### src/rtl/apb_cmd_master.sv
// APB requester: queues valid/ready commands in a DEPTH-entry FIFO and runs each one as a SETUP/ACCESS transfer.
// Latency: SETUP one edge after acceptance; response 3 edges later (4 for reads with RDATA_LAT=1).
// Backpressure: req_ready = !full; a response is held until rsp_ready. Define APB_TIMEOUT_EN to enable the ACCESS timeout.
module apb_cmd_master #(
    parameter int DW        = 32,
    parameter int AW        = 12,
    parameter int DEPTH     = 2,
    parameter int RDATA_LAT = 1,
    parameter int TIMEOUT   = 16
) (
    input  logic          PCLK,
    input  logic          PRESETn,
    input  logic          req_valid,
    output logic          req_ready,
    input  logic          req_write,
    input  logic [AW-1:0] req_addr,
    input  logic [DW-1:0] req_wdata,
    output logic          rsp_valid,
    input  logic          rsp_ready,
    output logic [DW-1:0] rsp_rdata,
    output logic          rsp_err,
    output logic          PSEL,
    output logic          PENABLE,
    output logic          PWRITE,
    output logic [AW-1:0] PADDR,
    output logic [DW-1:0] PWDATA,
    input  logic [DW-1:0] PRDATA,
    input  logic          PREADY,
    input  logic          PSLVERR
);

    typedef struct packed {
        logic          write;
        logic [AW-1:0] addr;
        logic [DW-1:0] wdata;
    } cmd_t;

    typedef enum logic [2:0] {
        S_IDLE, S_SETUP, S_ACCESS, S_CAPTURE, S_RESP
    } state_t;

    localparam int PW = $clog2(DEPTH);

    cmd_t          fifo_q [DEPTH];
    cmd_t          head;
    logic [PW-1:0] wr_ptr_q, rd_ptr_q;
    logic [PW:0]   count_q, count_d;
    logic          push, pop, full, empty;

    state_t        state_q;
    logic          psel_q, penable_q, pwrite_q;
    logic [AW-1:0] paddr_q;
    logic [DW-1:0] pwdata_q;
    logic          rsp_valid_q, rsp_err_q;
    logic [DW-1:0] rsp_rdata_q;

`ifdef APB_TIMEOUT_EN
    localparam int TW = $clog2(TIMEOUT + 1);
    logic [TW-1:0] tmo_q;
`endif

    assign full      = (count_q == (PW+1)'(DEPTH));
    assign empty     = (count_q == '0);
    assign req_ready = !full;
    assign push      = req_valid && !full;
    assign pop       = (state_q == S_IDLE) && !empty;
    assign head      = fifo_q[rd_ptr_q];

    always_comb begin
        count_d = count_q;
        case ({push, pop})
            2'b10:   count_d = count_q + 1'b1;
            2'b01:   count_d = count_q - 1'b1;
            default: count_d = count_q;
        endcase
    end

    // Payload storage carries no reset; only pointers and count do.
    always_ff @(posedge PCLK) begin
        if (push) begin
            fifo_q[wr_ptr_q] <= '{write: req_write, addr: req_addr, wdata: req_wdata};
        end
    end

    always_ff @(posedge PCLK or negedge PRESETn) begin
        if (!PRESETn) begin
            wr_ptr_q <= '0;
            rd_ptr_q <= '0;
            count_q  <= '0;
        end else begin
            if (push) wr_ptr_q <= wr_ptr_q + 1'b1;
            if (pop)  rd_ptr_q <= rd_ptr_q + 1'b1;
            count_q <= count_d;
        end
    end

    always_ff @(posedge PCLK or negedge PRESETn) begin
        if (!PRESETn) begin
            state_q     <= S_IDLE;
            psel_q      <= 1'b0;
            penable_q   <= 1'b0;
            pwrite_q    <= 1'b0;
            paddr_q     <= '0;
            pwdata_q    <= '0;
            rsp_valid_q <= 1'b0;
            rsp_rdata_q <= '0;
            rsp_err_q   <= 1'b0;
`ifdef APB_TIMEOUT_EN
            tmo_q       <= '0;
`endif
        end else begin
            case (state_q)
                S_IDLE: begin
                    if (!empty) begin
                        psel_q   <= 1'b1;
                        pwrite_q <= head.write;
                        paddr_q  <= head.addr;
                        pwdata_q <= head.write ? head.wdata : '0;
                        state_q  <= S_SETUP;
                    end
                end
                S_SETUP: begin
                    penable_q <= 1'b1;
                    state_q   <= S_ACCESS;
`ifdef APB_TIMEOUT_EN
                    tmo_q     <= '0;
`endif
                end
                S_ACCESS: begin
                    if (PREADY) begin
                        psel_q    <= 1'b0;
                        penable_q <= 1'b0;
                        rsp_err_q <= PSLVERR;
                        if (pwrite_q) begin
                            rsp_rdata_q <= '0;
                            rsp_valid_q <= 1'b1;
                            state_q     <= S_RESP;
                        end else if (RDATA_LAT == 0) begin
                            rsp_rdata_q <= PRDATA;
                            rsp_valid_q <= 1'b1;
                            state_q     <= S_RESP;
                        end else begin
                            state_q <= S_CAPTURE;
                        end
                    end
`ifdef APB_TIMEOUT_EN
                    // Abandon the slave; any later PREADY lands outside ACCESS and is ignored.
                    else if (tmo_q == TW'(TIMEOUT - 1)) begin
                        psel_q      <= 1'b0;
                        penable_q   <= 1'b0;
                        rsp_err_q   <= 1'b1;
                        rsp_rdata_q <= '0;
                        rsp_valid_q <= 1'b1;
                        state_q     <= S_RESP;
                    end else begin
                        tmo_q <= tmo_q + 1'b1;
                    end
`endif
                end
                S_CAPTURE: begin
                    rsp_rdata_q <= PRDATA;
                    rsp_valid_q <= 1'b1;
                    state_q     <= S_RESP;
                end
                S_RESP: begin
                    if (rsp_ready) begin
                        rsp_valid_q <= 1'b0;
                        state_q     <= S_IDLE;
                    end
                end
                default: state_q <= S_IDLE;
            endcase
        end
    end

    assign PSEL      = psel_q;
    assign PENABLE   = penable_q;
    assign PWRITE    = pwrite_q;
    assign PADDR     = paddr_q;
    assign PWDATA    = pwdata_q;
    assign rsp_valid = rsp_valid_q;
    assign rsp_rdata = rsp_rdata_q;
    assign rsp_err   = rsp_err_q;

endmodule

### config.mk
export PLATFORM = sky130hd
export DESIGN_NAME = apb_cmd_master
export DESIGN_NICKNAME = d
export VERILOG_FILES = /design/src/rtl/apb_cmd_master.sv
export SDC_FILE = /design/constraint.sdc
export NUM_CORES = 1
export LEC_CHECK = 0
export ABC_AREA = 1
export CAP_MARGIN = 20
export CORE_AREA = 2 2 116 118
export CTS_CLUSTER_DIAMETER = 60
export DETAILED_ROUTE_END_ITERATION = 10
export DIE_AREA = 0 0 118 120
export MAX_ROUTING_LAYER = met4
export PLACE_DENSITY_LB_ADDON = 0.12
export SLEW_MARGIN = 15
export SYNTH_ARGS = -nofsm -noshare
export SYNTH_HDL_FRONTEND = slang
export SYNTH_SLANG_ARGS = --single-unit
### constraint.sdc
create_clock -name PCLK -period 4.78 [get_ports PCLK]
set_input_delay 1.434 -clock PCLK [delete_from_list [all_inputs] [get_ports PCLK]]
set_output_delay 1.434 -clock PCLK [all_outputs]
set_load 0.005 [all_outputs]
==> impl_summary.log, run 1 <==
INFO  metric gp_congestion = 0.791
INFO  metric min_path_type = reg -> reg
INFO  metric design.portCount = 165
INFO  metric grt_pass1_wl = 21000 um
INFO  metric crit_path_end_kind = output pin
INFO  metric dr_total_vias = 4208
INFO  metric floorplan.core_area = 13000 um2
INFO  metric fillerInstances = 960
INFO  metric die_h = 120 um
INFO  metric cp_max_fo = 5
INFO  metric post-cts-setup-buffers = 0
INFO  metric worst_tran_pin_value = 0.977 ns
INFO  metric max_freq = 0.337 GHz
INFO  metric maxSlewViolCount = 0
INFO  metric cp_data_required_time = 3.35 ns
INFO  metric row_count = 42
INFO  metric syn_nets = 584
INFO  metric avg_cell_area_syn = 13.1 um2
INFO  metric min_from = rsp_rdata[30]$_DFFE_PN0P_
INFO  metric seq_area = 4910 um2
INFO  metric outcome = complete, no violations
INFO  metric ys_warn_count = 0
INFO  metric final_cycle_utilization_of_the_critical_path = 62.0%
INFO  metric layout_min_cycle_time = 2.96 ns
INFO  metric ant_nets = 0
INFO  metric yosys.cell_types.count = 25
INFO  metric final_common_cell = sky130_fd_sc_hd__clkdlybuf4s50_1
INFO  metric first_global_vias = 4236
INFO  metric power_frac_clock = 23.2%
INFO  metric avgViaCountPerCell = 4.92
INFO  metric final_hold_viol_count = 0
INFO  metric p_leak = 3.69 nW
INFO  metric finish.net_count = 751
INFO  metric setup_repair_after_global_routing_missed_its_margin = no
INFO  metric grt_max_degree = 64
INFO  metric drive_above_1_share = 8.09%
INFO  metric critPathArrivalTime = 1.53 ns
INFO  metric setup.worst_path.start_class = flop
INFO  metric detail_route.first_pass.iterations = 4
INFO  metric timing.hold.ws = 0.467 ns
INFO  metric initial_core_util = 50.4%
INFO  metric power_density = 587 nW/um2
INFO  metric drt-total-wl = 13100 um
INFO  metric dpl.hpwl = 8570 um
INFO  metric globalRouteTotalUtil = 19.9%
INFO  metric holdBufCountCts = 0
INFO  metric multi_input_area = 1480 um2
INFO  metric grt_antenna_before_repair = 0
INFO  metric io_buffers = 164
INFO  metric floorplan.die_area = 14200 um2
INFO  metric relSlewSlack = 34.7%
INFO  metric vdd.ir_drop.worst = 0.000395 V
INFO  metric tritoncts_num_sinks = 178
INFO  metric drt_drc_violations_left = 0
INFO  metric die_x = 118 um
INFO  metric clock_tree_from_tritoncts = built
INFO  metric netlist_instances = 500
INFO  metric internal_power = 0.00360 W
INFO  metric cts_root_buffer = sky130_fd_sc_hd__clkbuf_16
INFO  metric routedWlPerCell = 15.3 um
INFO  metric grt.overflow.total = 0
INFO  metric rr_startpoint = rd_ptr_q$_DFFE_PN0P_
INFO  metric drt_iter0_markers = 219
INFO  metric clock_buffer_depth = 2
INFO  metric finalSetupViolations = 0
INFO  metric clk_transition_reported_paths = 0.06 ns
INFO  metric worst_clock_skew = 0.00750 ns
INFO  metric layout.cells.most_common_list = sky130_fd_sc_hd__clkdlybuf4s50_1, sky130_fd_sc_hd__nand2_1, sky130_fd_sc_hd__edfxtp_1
INFO  metric ctsResizeCount = 0
INFO  metric pwr-share-seq = 44.1%
INFO  metric synth.ff_latch_count = 178
INFO  metric antenna_cells_inserted = 0
INFO  metric worst_skew_pair_later_pin_latency = 0.42 ns
INFO  metric numCtsBuffers = 17
INFO  metric finalSetupTns = 0 ns
INFO  metric syn-cell-area = 6540 um2
INFO  metric timing.setup.critical_path_class = reg -> out
INFO  metric max_cap_viol_count = 0
INFO  metric share_comb_of_total_power = 32.7%
INFO  metric cts.htree.levels = 4
INFO  metric power.net_switching = 0.00159 W
INFO  metric startpoint = count_q[0]$_DFFE_PN0P_
INFO  metric areaGrowthSynthToFinish = 35.2%
INFO  metric synth_sequential_area_ratio = 75.0%
INFO  metric netSwitchingFraction = 30.7%
-- power groups by stage --
stage	Clock, W	Combinational, W	Sequential [W]
final	0.00121	0.00170	0.00229
after global routing	0.00130	0.00189	0.00234
after CTS	0.00123	0.00174	0.00230
after detailed placement	0	0.00173	0.00232
after global placement	0	0.00168	0.00229
after floorplan	0	0.000940	0.00232
-- synth_stat cells (all sizes together) --
library cell  instances  share of area, %
edfxtp               90                41
nor2                 10              0.84
a21o                  1              0.11
nand2               162               9.4
o21ai                60               4.6
clkbuf                3              0.17
or2                  12               1.1
ha                    1              0.19
nor3                  2              0.15
a21oi                 3              0.23
xnor2                 2              0.27
buf                  18               1.9
xor2                  1              0.13
nand3                 4              0.31
dfrtp                88                34
mux2i                32               4.9
inv                  11              0.63
-- logic make-up after synthesis --
| family | synth area share, % |
|---|---|
| buffers and inverters | 2.68 |
| muxes | 4.90 |
| xor gates and xnor gates | 0.402 |
| DFF | 75.0 |
| AOI/OAI and AO/OA | 4.99 |
| and+or+nand+nor | 11.8 |
| adders and majority gates | 0.191 |
-- flip-flops by register name (all words and copies together) (netlist names) --
signal	count
count_q	2
rsp_rdata	32
PADDR	12
PWDATA	32
PWRITE	1
fifo_q	90
PENABLE	1
state_q	3
rsp_err	1
PSEL	1
rsp_valid	1
wr_ptr_q	1
rd_ptr_q	1
-- stage by stage --
| stage | worst slack [ns] | area, um2 | utilization, % | total power [W] | std cells |
|---|---|---|---|---|---|
| final | 1.82 | 8840 | 68.1 | 0.00519 | 856 |
| after global placement | 1.67 | 8310 | 64.0 | 0.00398 | 823 |
| after detailed placement | 1.65 | 8330 | 64.2 | 0.00405 | 824 |
| after CTS | 1.79 | 8840 | 68.1 | 0.00526 | 856 |
| after global routing | 1.76 | 8840 | 68.1 | 0.00553 | 856 |
| after floorplan | 0.892 | 6540 | - | 0.00326 | 500 |
-- area by class of cell --
type	instances	share of cell area, %
clock inverters	8	0.481
well taps	176	2.49
flip-flops and latches	178	55.5
multi-input cells	290	16.7
clock buffers	24	5.33
repair buffers	169	19.0
inverters	11	0.467
-- metal layers --
layer	part of all wire, %	wire (um)	track usage, %	vias up
met5	0	0	-	-
met4	1.3	165	7.53	0
met3	6.3	834	5.85	15
met2	48	6340	31.1	147
met1	44	5790	24.8	2015
li1	-	-	-	2031
-- final timing paths --
path                                             endpoint  slack (ns)  cells past startpoint
worst min register to register  rsp_rdata[30]$_DFFE_PN0P_        0.47                      2
max in group asynchronous          PWDATA[17]$_DFFE_PN0P_        2.80                      2
min in group asynchronous        rsp_rdata[5]$_DFFE_PN0P_        1.09                      1
worst max-delay path                            req_ready        1.82                      3
worst min-delay path            rsp_rdata[30]$_DFFE_PN0P_        0.47                      2
worst max register to register     PWDATA[15]$_DFFE_PN0P_        2.86                      5
-- worst max-delay path: stages (launching register included) --
cell and delay, ns:
sky130_fd_sc_hd__dfrtp_1 0.44, sky130_fd_sc_hd__inv_1 0.06, sky130_fd_sc_hd__nand2_1 0.10, sky130_fd_sc_hd__clkdlybuf4s50_1 0.51
(Power assumes the default switching activity.)
==> run 2, diff against run 1 <==
--- a/config.mk
+++ b/config.mk
@@ -7,10 +7,10 @@
 export LEC_CHECK = 0
 export ABC_AREA = 1
 export CAP_MARGIN = 20
-export CORE_AREA = 2 2 116 118
+export CORE_AREA = 2 2 125 127
 export CTS_CLUSTER_DIAMETER = 60
 export DETAILED_ROUTE_END_ITERATION = 10
-export DIE_AREA = 0 0 118 120
+export DIE_AREA = 0 0 127 129
 export MAX_ROUTING_LAYER = met4
 export PLACE_DENSITY_LB_ADDON = 0.12
 export SLEW_MARGIN = 15
==> constraint.sdc (replaced) <==
create_clock -name PCLK -period 2.67 [get_ports PCLK]
set_input_delay 0.801 -clock PCLK [delete_from_list [all_inputs] [get_ports PCLK]]
set_output_delay 0.801 -clock PCLK [all_outputs]
set_load 0.005 [all_outputs]
==> run 2 against run 1 <==
  * Via count fell by 0.14%
  * Routed wire length rose by 4.5%
  * Highest routed layer unchanged
  * Clock skew rose by 0.0020 ns
==> impl_summary.log, run 2 (synthesized netlist as in run 1, its figures left out) <==
INFO  metric min_path_type = in -> async
INFO  metric post-cts-setup-buffers = 0
INFO  metric initial_core_util = 43.7%
INFO  metric first_global_vias = 4196
INFO  metric finish.net_count = 754
INFO  metric floorplan.die_area = 16400 um2
INFO  metric depth_of_the_most_critical_reg_to_reg_path = 5
INFO  metric multi_input_area = 1480 um2
INFO  metric worst_tran_pin_value = 0.730 ns
INFO  metric avgViaCountPerCell = 4.82
INFO  metric clock_tree_from_tritoncts = built
INFO  metric final_cycle_utilization_of_the_critical_path = 86.6%
INFO  metric gp_congestion = 0.804
INFO  metric clock_buffer_depth = 2
INFO  metric outcome = complete, no violations
INFO  metric design.portCount = 165
INFO  metric grt.overflow.total = 0
INFO  metric final_hold_viol_count = 0
INFO  metric critPathArrivalTime = 1.51 ns
INFO  metric rr_startpoint = rd_ptr_q$_DFFE_PN0P_
INFO  metric post_layout_nonfiller_instances = 872
INFO  metric largest_reg_flops = 90
INFO  metric maxSlewViolCount = 0
INFO  metric p_leak = 3.77 nW
INFO  metric grt_antenna_before_repair = 1
INFO  metric clk_transition_reported_paths = 0.06 ns
INFO  metric drt_drc_violations_left = 0
INFO  metric grt_max_degree = 61
INFO  metric crit-reg2reg-capture = PWDATA[17]$_DFFE_PN0P_
INFO  metric cts_root_buffer = sky130_fd_sc_hd__clkbuf_16
INFO  metric cp_data_required_time = 1.87 ns
INFO  metric cp_max_fo = 5
INFO  metric ant_nets = 0
INFO  metric areaGrowthSynthToFinish = 37.6%
INFO  metric finalSetupViolations = 0
INFO  metric setup_repair_after_global_routing_missed_its_margin = no
INFO  metric utilization_after_layout = 60.1%
INFO  metric grt_pass1_wl = 21900 um
INFO  metric worst_clock_skew = 0.00952 ns
INFO  metric fillerInstances = 1174
INFO  metric detail_route.first_pass.iterations = 4
INFO  metric power_density = 1070 nW/um2
INFO  metric final_common_cell = sky130_fd_sc_hd__clkdlybuf4s50_1
INFO  metric worst_case_register_to_register_setup_slack = 0.85 ns
INFO  metric io_buffers = 164
INFO  metric drt_iter0_markers = 200
INFO  metric holdBufCountCts = 0
INFO  metric post-place-cells = 839
INFO  metric seq_area = 4910 um2
INFO  metric row_count = 45
INFO  metric globalRouteTotalUtil = 18.1%
INFO  metric ctsResizeCount = 0
INFO  metric numCtsBuffers = 17
INFO  metric cts.htree.levels = 4
INFO  metric worst_skew_pair_later_pin_latency = 0.42 ns
INFO  metric dr_total_vias = 4202
INFO  metric crit_path_end_kind = output pin
INFO  metric regMostFlops = fifo_q
INFO  metric routedWlPerCell = 15.7 um
INFO  metric vdd.ir_drop.worst = 0.000538 V
INFO  metric drive_above_1_share = 9.52%
INFO  metric die_h = 129 um
INFO  metric dpl_ws = 0.349 ns
INFO  metric final_cell_area = 8990 um2
INFO  metric floorplan.core_area = 15000 um2
INFO  metric dpl.hpwl = 8910 um
INFO  metric placedInstanceArea = 8410 um2
INFO  metric tritoncts_num_sinks = 178
INFO  metric max_cap_viol_count = 0
INFO  metric finalSetupTns = 0 ns
INFO  metric setup.worst_path.start_class = flop
INFO  metric drt-total-wl = 13700 um
INFO  metric die_x = 127 um
INFO  metric layout.cells.most_common_list = sky130_fd_sc_hd__clkdlybuf4s50_1, sky130_fd_sc_hd__nand2_1, sky130_fd_sc_hd__edfxtp_1
INFO  metric relSlewSlack = 51.2%
INFO  metric layout_min_cycle_time = 2.31 ns
INFO  metric final_critical_path_setup_slack = 0.358 ns
INFO  metric max_freq = 0.433 GHz
INFO  metric timing.setup.critical_path_class = reg -> out
==> run 2: cell types whose count changed in the layout (fill, tap and decap cells not counted), moves of 2 or more <==
cell / delta
sky130_fd_sc_hd__clkbuf_16: +3
sky130_fd_sc_hd__clkbuf_1: -5
sky130_fd_sc_hd__clkinv_1: -2
sky130_fd_sc_hd__buf_12: +4
sky130_fd_sc_hd__clkinv_2: +2
sky130_fd_sc_hd__clkinv_4: +2
==> run 2: worst max-delay path, stage by stage (launching register included) <==
cell	delay (ns)
sky130_fd_sc_hd__dfrtp_1	0.41
sky130_fd_sc_hd__inv_1	0.05
sky130_fd_sc_hd__nand2_1	0.11
sky130_fd_sc_hd__clkdlybuf4s50_1	0.52
==> run 2: power by group <==
part,switching (W),internal (W)
Clock,0.00101,0.00138
Combinational,0.00159,0.00153
Sequential,0.000379,0.00375
==> run 2: cell type report <==
| class | instances | share of cell area (%) |
|---|---|---|
| Antenna cell | 1 | 0.0278 |
| Clock buffer | 21 | 5.72 |
| Clock inverter | 11 | 0.779 |
| Inverter | 11 | 0.459 |
| Multi-Input combinational cell | 290 | 16.4 |
| Sequential cell | 178 | 54.5 |
| Tap cell | 188 | 2.62 |
| Timing Repair Buffer | 172 | 19.4 |
==> run 2: routing by layer <==
| metal | up-vias | share of wire (%) | global-route usage [%] |
|---|---|---|---|
| li1 | 2040 | - | - |
| met1 | 2002 | 46 | 22.8 |
| met2 | 149 | 47 | 28.1 |
| met3 | 11 | 6.7 | 6.07 |
| met4 | 0 | 1.0 | 5.69 |
| met5 | - | 0 | - |
==> run 2: worst max-delay path by stage <==
stage / start / to / slack, ns / depth (start not counted)
5_1_grt: count_q[0]$_DFFE_PN0P_ / req_ready / 0.30 / 3
3_3_place_gp: req_valid / count_q[1]$_DFFE_PN0P_ / 0.36 / 6
3_5_place_dp: req_valid / count_q[1]$_DFFE_PN0P_ / 0.35 / 6
2_1_floorplan: req_valid / fifo_q[1][0]$_DFFE_PP_ / 0.16 / 2
4_1_cts: count_q[0]$_DFFE_PN0P_ / req_ready / 0.33 / 3
6_report: count_q[0]$_DFFE_PN0P_ / req_ready / 0.36 / 3
==> run 2: metrics by stage <==
stage,total power (W),hold slack (ns)
after global placement,0.00728,0.453
after floorplan,0.00583,0.464
final,0.00964,0.307
after CTS,0.00978,0.313
after detailed placement,0.00737,0.457
after global routing,0.0103,0.316
==> run 3, diff against run 2 <==
--- a/config.mk
+++ b/config.mk
@@ -13,6 +13,7 @@
 export DIE_AREA = 0 0 127 129
 export MAX_ROUTING_LAYER = met4
 export PLACE_DENSITY_LB_ADDON = 0.12
+export SKIP_LAST_GASP = 1
 export SLEW_MARGIN = 15
 export SYNTH_ARGS = -nofsm -noshare
 export SYNTH_HDL_FRONTEND = slang
==> results of run 3 <==
The final DEF is identical to that of run 2; final timing and power are the same.
==> edit: new RTL, settings of run 1 <==
The parameter `DW` goes from 32 to 16.
--- a/src/rtl/apb_cmd_master.sv
+++ b/src/rtl/apb_cmd_master.sv
@@ -3,5 +3,5 @@
 // Backpressure: req_ready = !full; a response is held until rsp_ready. Define APB_TIMEOUT_EN to enable the ACCESS timeout.
 module apb_cmd_master #(
-    parameter int DW        = 32,
+    parameter int DW        = 16,
     parameter int AW        = 12,
     parameter int DEPTH     = 2,
Interface: changed (resized PRDATA, PWDATA, req_wdata and rsp_rdata); port bits go from 165 to 101. The function was not compared with the original's and may differ.
==> edit against run 1 <==
Total power is 21% lower. Synthesized area is 33% lower. Hold slack worse by 0.0026 ns. Sequential cell count is 64 lower. Design area is 31% lower. Via count is 29% lower. Setup slack worse by 0.098 ns. Routed wire length is 29% lower. Critical endpoint unchanged.
==> edit: results (changes against run 1) <==
Run status -> finished clean
Data arrival, critical path -> 1.63 ns (+0.10 ns)
Biggest register -> fifo_q
Sequential area share after synthesis -> 72.0% (-3.0 points)
1st-iter DRT viols -> 154 (-30%)
Largest net degree at the start of global routing -> 40 (-38%)
Via density per instance -> 4.41 (-10%)
Fin Clk Skew -> 0.00657 ns (-0.000936 ns)
Main synth FF type -> edfxtp_1
Met3 Wirelength -> 412 µm (-51%)
Post-Syn Nets -> 433 (-26%)
Total track usage -> 14.7% (-5.1 points)
P_sw -> 1.28 mW (-20%)
Final Net Count -> 539 (-28%)
Normalized max-slew margin -> 38.2% (+3.5 points)
Final WL -> 9330 µm (-29%)
Initial antenna violation count -> 0 (unchanged)
Num CTS Buffers -> 17 (unchanged)
Clk_lat worst skew -> 0.40 ns (-0.02 ns)
Share of cells above drive strength 1 -> 11.2% (+3.1 points)
Adder-cell share of the synthesized area -> 0.287% (+0.095 points)
Met2 wire len -> 4420 µm (-30%)
Mux share of post-synthesis cell area -> 0% (-4.9 points)
Compound-cell area share of the yosys netlist -> 2.75% (-2.2 points)
Synth top cells by count -> nand2_1, edfxtp_1, dfrtp_1
Area contributors post-synth -> edfxtp_1, dfrtp_1, nand2_1
Post-Route M1 WL -> 4430 µm (-24%)
XOR/XNOR Fraction of Synth Area -> 0.602% (+0.20 points)
Max reg flops -> 58 (-36%)
Vias in the first global route -> 3,068 (-28%)
Ys async rst share -> 49.1% (-0.32 points)
R2R setup slack -> 2.51 ns (-0.35 ns)
DP HPWL -> 5860 µm (-32%)
IO buf count -> 100 (-39%)
Leakage power total -> 2.64 nW (-28%)
Post-synth EDFFs -> 58 (-36%)
Routability congestion estimate -> 0.757 (-4.3%)
Worst vdd ir -> 220 µV (-44%)
Global-route wire length before repair -> 15,300 µm (-27%)
[edit: changes by cell type after synthesis, sizes merged, moves of 6 or more]
| cell | delta |
|---|---|
| buf | -6 |
| dfrtp | -32 |
| edfxtp | -32 |
| mux2i | -32 |
| nand2 | +11 |
| nand3 | +19 |
| o211ai | +12 |
| o21ai | -57 |
[edit: path summary, 6_finish.rpt]
path                            startpoint  cells past startpoint          to
worst max register to register  state_q[0]                      7  count_q[1]
worst max-delay path            count_q[0]                      2   req_ready
max in group asynchronous          PRESETn                      2    PADDR[3]
worst min-delay path                  PSEL                      2        PSEL
worst min register to register        PSEL                      2        PSEL
min in group asynchronous          PRESETn                      1    PADDR[5]
[edit: kinds of logic after synthesis]
family / count (synthesis)
AO/OA/AOI/OAI: 18
buffers and inverters: 25
AND/OR/NAND/NOR: 220
flip-flops: 114
adder cells (fa/ha/maj): 1
XOR/XNOR: 3
[edit: per-stage QoR]
stage	hold slack [ns]	std cells	area (µm²)	worst slack (ns)
after floorplan	0.455	381	4370	1.59
after global placement	0.454	644	5520	1.54
after detailed placement	0.457	644	5520	1.54
after CTS	0.471	676	6120	1.69
after global routing	0.483	676	6120	1.67
final	0.464	676	6120	1.72
[edit: critical path: stages (launching register included)]
cell             delay, ns
dfrtp_1               0.42
or2_2                 0.33
clkdlybuf4s50_1       0.48
[edit: final cells by class]
cell class	instances	area (µm²)
Multi-Input combinational cell	242	1110
Tap cell	176	220
Fill cell	1207	6860
Sequential cell	114	3140
Timing Repair Buffer	102	1010
Inverter	10	37.5
Clock buffer	20	437
Clock inverter	12	164
[edit: power by group through the flow]
| stage | registers, mW | logic [mW] | clock network (mW) |
|---|---|---|---|
| 2_1_floorplan | 1.55 | 0.727 | 0 |
| 3_3_place_gp | 1.54 | 1.32 | 0 |
| 3_5_place_dp | 1.55 | 1.35 | 0 |
| 4_1_cts | 1.54 | 1.35 | 1.30 |
| 5_1_grt | 1.57 | 1.48 | 1.35 |
| 6_report | 1.53 | 1.31 | 1.28 |
[edit: per-layer routing]
layer  up-vias  global-route usage, %
met3         6                   4.94
met1      1420                   17.7
met2        80                   23.0
met4         0                   6.10
li1       1477                      -
met5         -                      -
